`config.mk`:
```
export PLATFORM = sky130hd
export DESIGN_NAME = multi_tick_generator
export DESIGN_NICKNAME = d
export VERILOG_FILES = /design/src/rtl/tickgen_pkg.sv /design/src/rtl/tick_channel.sv /design/src/rtl/multi_tick_generator.sv
export SDC_FILE = /design/constraint.sdc
export NUM_CORES = 1
export LEC_CHECK = 0
export CAP_MARGIN = 40
export CORE_AREA = 2 2 190 192
export CTS_BUF_LIST = sky130_fd_sc_hd__clkbuf_16
export DETAILED_ROUTE_END_ITERATION = 10
export DIE_AREA = 0 0 192 194
export PLACE_DENSITY_LB_ADDON = 0.05
export REMOVE_ABC_BUFFERS = 1
export SYNTH_ARGS = -nofsm -noshare
export SYNTH_HDL_FRONTEND = slang
export SYNTH_SLANG_ARGS = --single-unit
```
`constraint.sdc`:
```
create_clock -name clk -period 7.8 [get_ports clk]
set_input_delay 1.56 -clock clk [delete_from_list [all_inputs] [get_ports clk]]
set_output_delay 1.56 -clock clk [all_outputs]
set_load 0.05 [all_outputs]
```
`src/rtl/tickgen_pkg.sv`:
```
// ---------------------------------------------------------------------------
// tickgen_pkg
//   Shared definitions for the multi-channel tick generator.
//   - CNT_W_DEF   : default counter/divisor width
//   - ch_idx_w()  : width of a channel index (never less than 1 bit)
//   - ch_state_t  : per-channel state record {cnt, div, shadow, pending}
//                   at the default width
// ---------------------------------------------------------------------------
package tickgen_pkg;

    localparam int CNT_W_DEF = 32;

    // Width needed to address num_ch channels; a single channel still gets
    // one index bit so the write port is never zero-width.
    function automatic int ch_idx_w(input int num_ch);
        if (num_ch <= 2) begin
            return 1;
        end else begin
            return $clog2(num_ch);
        end
    endfunction

    // Channel state record. The channel module declares the same layout at
    // its own CNT_W.
    typedef struct packed {
        logic [CNT_W_DEF-1:0] cnt;
        logic [CNT_W_DEF-1:0] div;
        logic [CNT_W_DEF-1:0] shadow;
        logic                 pending;
    } ch_state_t;

endpackage

```
`src/rtl/tick_channel.sv`:
```
// ---------------------------------------------------------------------------
// tick_channel
//   One tick-generator channel: counter, active divisor, shadow divisor with
//   pending flag, registered tick, and (with TICKGEN_TOGGLE_OUT_EN) a toggle
//   output that inverts on every tick.
// Ports
//   clk_i      board clock
//   rst_ni     asynchronous active-low reset
//   enable_i   count enable
//   clear_i    synchronous restart of the count
//   wr_i       validated divisor write for this channel
//   wr_val_i   divisor value to load into the shadow register
//   tick_o     registered one-cycle tick
//   tgl_o      square wave, period 2*div (TICKGEN_TOGGLE_OUT_EN only)
// ---------------------------------------------------------------------------
module tick_channel
    import tickgen_pkg::*;
#(
    parameter int               CNT_W   = CNT_W_DEF,
    parameter logic [CNT_W-1:0] RST_DIV = CNT_W'(1)
) (
    input  logic             clk_i,
    input  logic             rst_ni,
    input  logic             enable_i,
    input  logic             clear_i,
    input  logic             wr_i,
    input  logic [CNT_W-1:0] wr_val_i,
`ifdef TICKGEN_TOGGLE_OUT_EN
    output logic             tgl_o,
`endif
    output logic             tick_o
);

    typedef struct packed {
        logic [CNT_W-1:0] cnt;
        logic [CNT_W-1:0] div;
        logic [CNT_W-1:0] shadow;
        logic             pending;
    } state_t;

    state_t state_q, state_d;
    logic   tick_q, tick_d;
    logic   terminal_s;
    logic   apply_s;

    // div is never 0 (reset value >= 1, zero writes are rejected), so div-1
    // cannot wrap and cnt < div always holds.
    assign terminal_s = (state_q.cnt == (state_q.div - CNT_W'(1)));

    // A shadow divisor may only take effect at a period boundary: wrap,
    // clear, or while disabled.
    assign apply_s = clear_i | ~enable_i | terminal_s;

    // Next-state: counter priority (clear > disable > wrap > count), then
    // divisor hand-over, then shadow load.
    always_comb begin
        state_d = state_q;
        tick_d  = 1'b0;

        if (clear_i) begin
            state_d.cnt = '0;
        end else if (!enable_i) begin
            state_d.cnt = state_q.cnt;
        end else if (terminal_s) begin
            state_d.cnt = '0;
            tick_d      = 1'b1;
        end else begin
            state_d.cnt = state_q.cnt + CNT_W'(1);
        end

        if (apply_s && state_q.pending) begin
            state_d.div     = state_q.shadow;
            state_d.pending = 1'b0;
        end else begin
            state_d.div     = state_q.div;
        end

        // A write on the same edge as a hand-over re-arms pending, so the
        // new value waits for the following boundary.
        if (wr_i) begin
            state_d.shadow  = wr_val_i;
            state_d.pending = 1'b1;
        end else begin
            state_d.shadow  = state_q.shadow;
        end
    end

    // Channel state and tick registers.
    always_ff @(posedge clk_i or negedge rst_ni) begin
        if (!rst_ni) begin
            state_q.cnt     <= '0;
            state_q.div     <= RST_DIV;
            state_q.shadow  <= '0;
            state_q.pending <= 1'b0;
            tick_q          <= 1'b0;
        end else begin
            state_q <= state_d;
            tick_q  <= tick_d;
        end
    end

    assign tick_o = tick_q;

`ifdef TICKGEN_TOGGLE_OUT_EN
    logic tgl_q, tgl_d;

    // Toggle next-state: cleared by clear, inverted on each registered tick.
    always_comb begin
        tgl_d = tgl_q;
        if (clear_i) begin
            tgl_d = 1'b0;
        end else if (tick_d) begin
            tgl_d = ~tgl_q;
        end else begin
            tgl_d = tgl_q;
        end
    end

    // Toggle register.
    always_ff @(posedge clk_i or negedge rst_ni) begin
        if (!rst_ni) begin
            tgl_q <= 1'b0;
        end else begin
            tgl_q <= tgl_d;
        end
    end

    assign tgl_o = tgl_q;
`endif

endmodule

```
`src/rtl/multi_tick_generator.sv`:
```
// ---------------------------------------------------------------------------
// multi_tick_generator
//   NUM_CH independent tick channels, each emitting a one-cycle tick every
//   div clocks, with a runtime divisor write port shared by all channels.
//   Optional feature macro: TICKGEN_TOGGLE_OUT_EN adds the tgl output.
// Ports
//   clk      board clock, rising edge
//   rst      asynchronous active-low reset
//   enable   per-channel count enable
//   clear    per-channel synchronous restart
//   div_wr   divisor write strobe
//   div_ch   target channel of the write
//   div_val  new divisor value
//   div_err  one-cycle pulse when a write is rejected
//   tick     per-channel registered tick
//   tgl      per-channel square wave (TICKGEN_TOGGLE_OUT_EN only)
// ---------------------------------------------------------------------------
module multi_tick_generator
    import tickgen_pkg::*;
#(
    parameter int unsigned CLK_FREQ_HZ = 100_000_000,
    parameter int          NUM_CH      = 4,
    parameter int          CNT_W       = CNT_W_DEF,
    parameter int unsigned DEFAULT_DIV = CLK_FREQ_HZ,
    localparam int         CH_W        = ch_idx_w(NUM_CH)
) (
    input  logic              clk,
    input  logic              rst,
    input  logic [NUM_CH-1:0] enable,
    input  logic [NUM_CH-1:0] clear,
    input  logic              div_wr,
    input  logic [CH_W-1:0]   div_ch,
    input  logic [CNT_W-1:0]  div_val,
    output logic              div_err,
`ifdef TICKGEN_TOGGLE_OUT_EN
    output logic [NUM_CH-1:0] tgl,
`endif
    output logic [NUM_CH-1:0] tick
);

    // A zero reset divisor would stall a channel; fall back to the board
    // frequency (1 s), and to 1 if that is also zero.
    localparam int unsigned RST_DIV_INT = (DEFAULT_DIV != 32'd0) ? DEFAULT_DIV :
                                          ((CLK_FREQ_HZ != 32'd0) ? CLK_FREQ_HZ : 32'd1);
    localparam logic [CNT_W-1:0] RST_DIV = CNT_W'(RST_DIV_INT);

    logic              wr_ok_s;
    logic [NUM_CH-1:0] ch_wr_s;
    logic              div_err_q, div_err_d;

    // Write validation and one-hot channel decode.
    always_comb begin
        wr_ok_s   = div_wr && (div_val != '0) && (32'(div_ch) < 32'(NUM_CH));
        div_err_d = div_wr & ~wr_ok_s;
        ch_wr_s   = '0;
        for (int i = 0; i < NUM_CH; i++) begin
            ch_wr_s[i] = wr_ok_s && (div_ch == CH_W'(i));
        end
    end

    // Rejected-write pulse register.
    always_ff @(posedge clk or negedge rst) begin
        if (!rst) begin
            div_err_q <= 1'b0;
        end else begin
            div_err_q <= div_err_d;
        end
    end

    assign div_err = div_err_q;

    for (genvar g = 0; g < NUM_CH; g++) begin : g_ch
        tick_channel #(
            .CNT_W   (CNT_W),
            .RST_DIV (RST_DIV)
        ) u_ch (
            .clk_i    (clk),
            .rst_ni   (rst),
            .enable_i (enable[g]),
            .clear_i  (clear[g]),
            .wr_i     (ch_wr_s[g]),
            .wr_val_i (div_val),
`ifdef TICKGEN_TOGGLE_OUT_EN
            .tgl_o    (tgl[g]),
`endif
            .tick_o   (tick[g])
        );
    end

endmodule

```
Word level (Yosys, flattened, before mapping)
Cells that the tools add are included.
{ "totals": {"reg_bits": 393, "in_bits": 45, "out_inout_bits": 5, "elab_cells": 101} }
{ "op_classes": {"addsub": 8, "eq_ne": 7, "mux": 32, "n_bitwise": 14, "n_reduce_logical": 19} }
{ "op_table": {"columns": ["operator", "n"], "rows": [
  ["$mux W32", 12],
  ["$add A32 B1 Y32 const B", 4],
  ["$eq A32 B32 Y1", 4],
  ["$sub A32 B1 Y32 const B", 4],
  ["$reduce_bool A32 Y1", 1],
  ["$mux W1", 20],
  ["$reduce_bool A2 Y1", 8],
  ["$logic_and A1 B1 Y1", 9],
  ["$or A1 B1 Y1", 8],
  ["$not A1 Y1", 5],
  ["$eq A2 B2 Y1 const B", 2],
  ["$eq A2 B1 Y1 const B", 1],
  ["$logic_not A2 Y1", 1],
  ["$and A1 B1 Y1", 1]
]} }

Depth between registers and ports, before layout
{ "logic_depth": {"word_depth": 6, "depth_mapped": 13, "ltp_nobuf": 11} }

Modules after synthesis
A second synthesis with hierarchy kept.
{ "hier_totals": {"cells_unflattened": 2024, "hier_area_um2": 22140.0} }
{ "by_module_without_submodules": {"columns": ["mod", "n_inst", "cells_per_inst", "area_each_um2"], "rows": [
  ["tick_channel at g_ch[0].u_ch ...", 3, 485, 5400.2],
  ["tick_channel at g_ch[3].u_ch", 1, 548, 5791.8],
  ["multi_tick_generator", 1, 21, 147.6]
]} }

Worst setup path after synthesis
OpenSTA, ideal clock, no wires.
{ "synth_path": {"path_kind": "register -> register", "from": "register g_ch[2].u_ch.state_q[42] in the netlist's numbering", "to": "register g_ch[2].u_ch.state_q[34] in the netlist's numbering", "setup_time_ns": 0.125, "arrival_ns": 3.525, "required_time_ns": 7.675, "path_slack_ns": 4.149, "stages_incl_launch_ff": 12, "n_path_buf": 2, "path_cell_list": "dfrtp_1 -> or3_1 -> or4_1 -> or4_1 -> a2111oi_2 -> nand3_1 -> nor4_4 -> or2_1 -> buf_6 -> nand2_8 -> buf_12 -> mux2_4"} }
{ "synth_via": {"elab_chain_cells": 4} }
{ "synth_rtl": {"columns": ["item", "line_no", "rtl"], "rows": [
  ["from (decl)", "tick_channel.sv:41", "state_t state_q, state_d;"],
  ["from (signal assigned)", "tick_channel.sv:97", "state_q <= state_d;"],
  ["$sub A32 B1 Y32", "tick_channel.sv:48", "assign terminal_s = (state_q.cnt == (state_q.div - CNT_W'(1)));"],
  ["$eq A32 B32 Y1", "tick_channel.sv:48", null],
  ["$or A1 B1 Y1", "tick_channel.sv:52", "assign apply_s = clear_i | ~enable_i | terminal_s;"],
  ["$logic_and A1 B1 Y1", "tick_channel.sv:71", "if (apply_s && state_q.pending) begin"]
]} }
Every way passes these cells.
A chain may end at the register's enable or synchronous reset.

Final worst setup path
{ "layout_path": {"from": "register g_ch[2].u_ch.state_q[33] in the netlist's numbering", "to": "register g_ch[2].u_ch.state_q[42] in the netlist's numbering"} }
Same word-level chain as after synthesis.

==> results.json <==
{
  "ys_seq_area_share_pct": 43.7,
  "synth_area_mm2": 0.0227,
  "critPathMaxFanout": 32,
  "grt_pass1_wl_mm": 92.0,
  "switchingPower_mw": 2.13,
  "crit_arrival_ns": 4.96,
  "r2r_start": "g_ch[2].u_ch.state_q[33]$_DFFE_PN0P_",
  "grt_max_degree": 161,
  "r2r_slack_ns": 3.29,
  "status": "finished clean",
  "min_period_over_period_pct": 57.8,
  "place.gp.congestion": 0.961,
  "timing.rr.end": "g_ch[2].u_ch.state_q[42]$_DFFE_PN0P_",
  "path_class": "reg2reg",
  "ys_top_cells_by_area": "dfrtp_1 38%, mux2_2 8.6%, dfstp_2 5.6%",
  "path_clk_slew_ns": 0.06,
  "relSlewSlack_pct": 36.9,
  "wl_per_cell_um": 20.5,
  "ys_top_cells_by_count": "345 x dfrtp_1, 173 x mux2_2, 157 x nand2_1, 156 x nand3_1, 118 x nor2_1",
  "vias": 17700,
  "ys_ff_latch": 393,
  "hp-class": "reg2reg",
  "rsz0062_at_grt": "no",
  "drv_cap": 0,
  "synth_ff_type": "dfrtp_1",
  "clock_path_buffers": 3,
  "yosysMostFrequentCell": "dfrtp_1",
  "place_ws_ns": 3.35,
  "cts_hold_buf": 0,
  "yosys.area.top_type": "dfrtp_1",
  "p_seq_share_pct": 45.5,
  "final-hold-violation-count": 0,
  "diodes": 0,
  "synth_cell_types": 86,
  "dieWidth_um": 192,
  "cts_resized": 0,
  "die_area_mm2": 0.0372,
  "required_ns": 8.25,
  "syn_area_per_cell_um2": 10.1,
  "drtPass1Iterations": 5,
  "dp_hpwl_mm": 38.6,
  "ys_warn_count": 0,
  "worst_pin_slew_ns": 0.946,
  "postCtsSetupBuffers": 0,
  "cts_sinks": 393,
  "io_pins": 50,
  "nNetsFinal": 2275,
  "drive_above_1_share_pct": 18.3,
  "synthCells": 2239,
  "fin_skew_ns": 0.0240,
  "end_kind": "flip-flop",
  "p_leak_nw": 9.89,
  "core_mm2": 0.0352,
  "initial_core_util_pct": 64.3,
  "worstSetupEndpoint": "g_ch[2].u_ch.state_q[42]$_DFFE_PN0P_",
  "max-vdd-ir-drop_v": 0.000211,
  "comb_power_share_pct": 23.9,
  "utilization_pct": 70.2,
  "yosysTopAreaCellShare_pct": 38.1,
  "r2r_cells": 12,
  "via_per_inst": 6.52,
  "fp-row-count": 69,
  "dpl_cell_area_mm2": 0.0234,
  "cts_max_level": 2,
  "die_y_um": 194,
  "cts-root-buf": "clkbuf_16",
  "syn_to_final_growth_pct": 9.24,
  "worst_setup_path_start_kind": "flip-flop",
  "clk_latency_ns": 0.58,
  "power.density_mw_per_mm2": 268,
  "post-route-drc-count": 0,
  "postRouteAntennaNets": 0,
  "cts_tree": "done",
  "min_period_ns": 4.51,
  "max_freq_mhz": 222,
  "synth_edf_count": 0,
  "p_int_mw": 4.49,
  "power_frac_clock_pct": 30.6,
  "grt_pass1_vias": 17400,
  "finalMaxSlewViolations": 0,
  "grt_usage_pct": 30.8,
  "cp-startpoint": "g_ch[2].u_ch.state_q[33]$_DFFE_PN0P_",
  "final_cell_area_mm2": 0.0247,
  "p_sw_share_pct": 32.1,
  "finalSetupViolCount": 0,
  "setup_tns_ns": 0,
  "overflow": 0,
  "numPortBuffers": 49,
  "drt_wl_total_mm": 55.8,
  "drt-initial-drc-count": 1401,
  "synth-async-reset-ratio_pct": 100,
  "cts_buffers": 43,
  "worst_slack_ns": 3.29,
  "antenna_found_initial": 0
}
[metrics by stage]
step | hold WS [ns] | cells | power, mW
floorplan | 0.452 | 2104 | 4.08
global placement | 0.458 | 2633 | 4.51
detailed placement | 0.470 | 2638 | 4.59
CTS | 0.483 | 2718 | 6.65
global route | 0.497 | 2718 | 6.97
finish | 0.470 | 2718 | 6.62
[metal layers]
layer	routed length, um	track usage, %	up-vias	share of wire, %
met2	25600	47.9	484	46
met3	2470	3.57	118	4.4
met5	0	0	-	0
met4	2250	12.0	0	4.0
li1	-	-	8286	-
met1	25500	44.3	8842	46
[placed cells by master, fill, tap and decap left out, types with 10 or more instances in the layout]
cell type	instances
dfrtp_1	345
mux2_2	173
nand2_1	157
nand3_1	156
nor2_1	117
xnor2_1	99
nor3_1	73
o21ai_0	66
xor2_1	64
inv_1	60
nor4_1	60
mux2_4	60
nand4_1	53
or3_1	51
dfstp_2	48
clkdlybuf4s50_1	48
a21oi_1	47
or4_1	46
clkbuf_16	43
a31oi_1	38
nand2b_1	30
and3_1	29
o311ai_0	28
mux2_1	23
or2_2	21
a21o_1	21
nand3b_1	19
buf_4	19
nor3b_1	15
a211oi_1	13
o31ai_1	12
nand4b_1	11
o41ai_1	11
clkinv_2	11
nor2b_1	10
[kinds of logic after synthesis]
group,synth area share [%]
adder cells (fa/ha/maj),0.442
AND/OR/NAND/NOR,21.6
multiplexers,13.9
AO/OA/AOI/OAI,10.5
buffers and inverters,3.57
XOR/XNOR,6.30
flip-flops,43.7
[how the worst min path moves through the flow]
stage / from / to / slack [ns] / depth (start not counted)
after global routing: g_ch[3].u_ch.state_q[24]$_DFFE_PN0P_ / g_ch[3].u_ch.state_q[56]$_DFFE_PN1P_ / 0.50 / 1
after global placement: g_ch[3].u_ch.state_q[32]$_DFFE_PN0P_ / g_ch[3].u_ch.state_q[64]$_DFFE_PN0P_ / 0.46 / 1
final: g_ch[3].u_ch.state_q[24]$_DFFE_PN0P_ / g_ch[3].u_ch.state_q[56]$_DFFE_PN1P_ / 0.47 / 1
after detailed placement: g_ch[3].u_ch.state_q[32]$_DFFE_PN0P_ / g_ch[3].u_ch.state_q[64]$_DFFE_PN0P_ / 0.47 / 1
after CTS: g_ch[3].u_ch.state_q[24]$_DFFE_PN0P_ / g_ch[3].u_ch.state_q[56]$_DFFE_PN1P_ / 0.48 / 1
after floorplan: g_ch[3].u_ch.state_q[3]$_DFFE_PN0P_ / g_ch[3].u_ch.state_q[35]$_DFFE_PN0P_ / 0.45 / 1
[flip-flops by register name (all words and copies together), names as in the netlist]
register,count
div_err,1
g_ch.u_ch.tick_o,4
g_ch.u_ch.state_q,388
[layout make-up]
type / instances / area, um2
Sequential cell: 393 / 9890
Tap cell: 461 / 577
Clock buffer: 43 / 1080
Timing Repair Buffer: 73 / 723
Inverter: 51 / 191
Multi-Input combinational cell: 1660 / 12000
Fill cell: 2609 / 10500
Clock inverter: 37 / 317
[worst max-delay path, stage by stage, from the launching register on]
cell       delay, ns
dfrtp_1         0.43
inv_1           0.08
ha_1            0.20
nor3b_1         0.49
nand3_1         0.29
or4_1           0.55
a2111oi_2       0.38
nand3_1         0.17
nor4_4          0.61
or2_1           0.19
buf_4           0.32
nand2_8         0.27
mux2_4          0.37
[power groups by stage]
| stage | Clock (mW) | Combinational, mW | Sequential (mW) |
|---|---|---|---|
| 2_1_floorplan | 0 | 1.24 | 2.84 |
| 3_5_place_dp | 0 | 1.57 | 3.03 |
| 3_3_place_gp | 0 | 1.51 | 3.00 |
| 6_report | 2.02 | 1.58 | 3.01 |
| 4_1_cts | 2.07 | 1.58 | 3.00 |
| 5_1_grt | 2.14 | 1.74 | 3.08 |
Note: power is estimated with default switching activity, not from simulation.
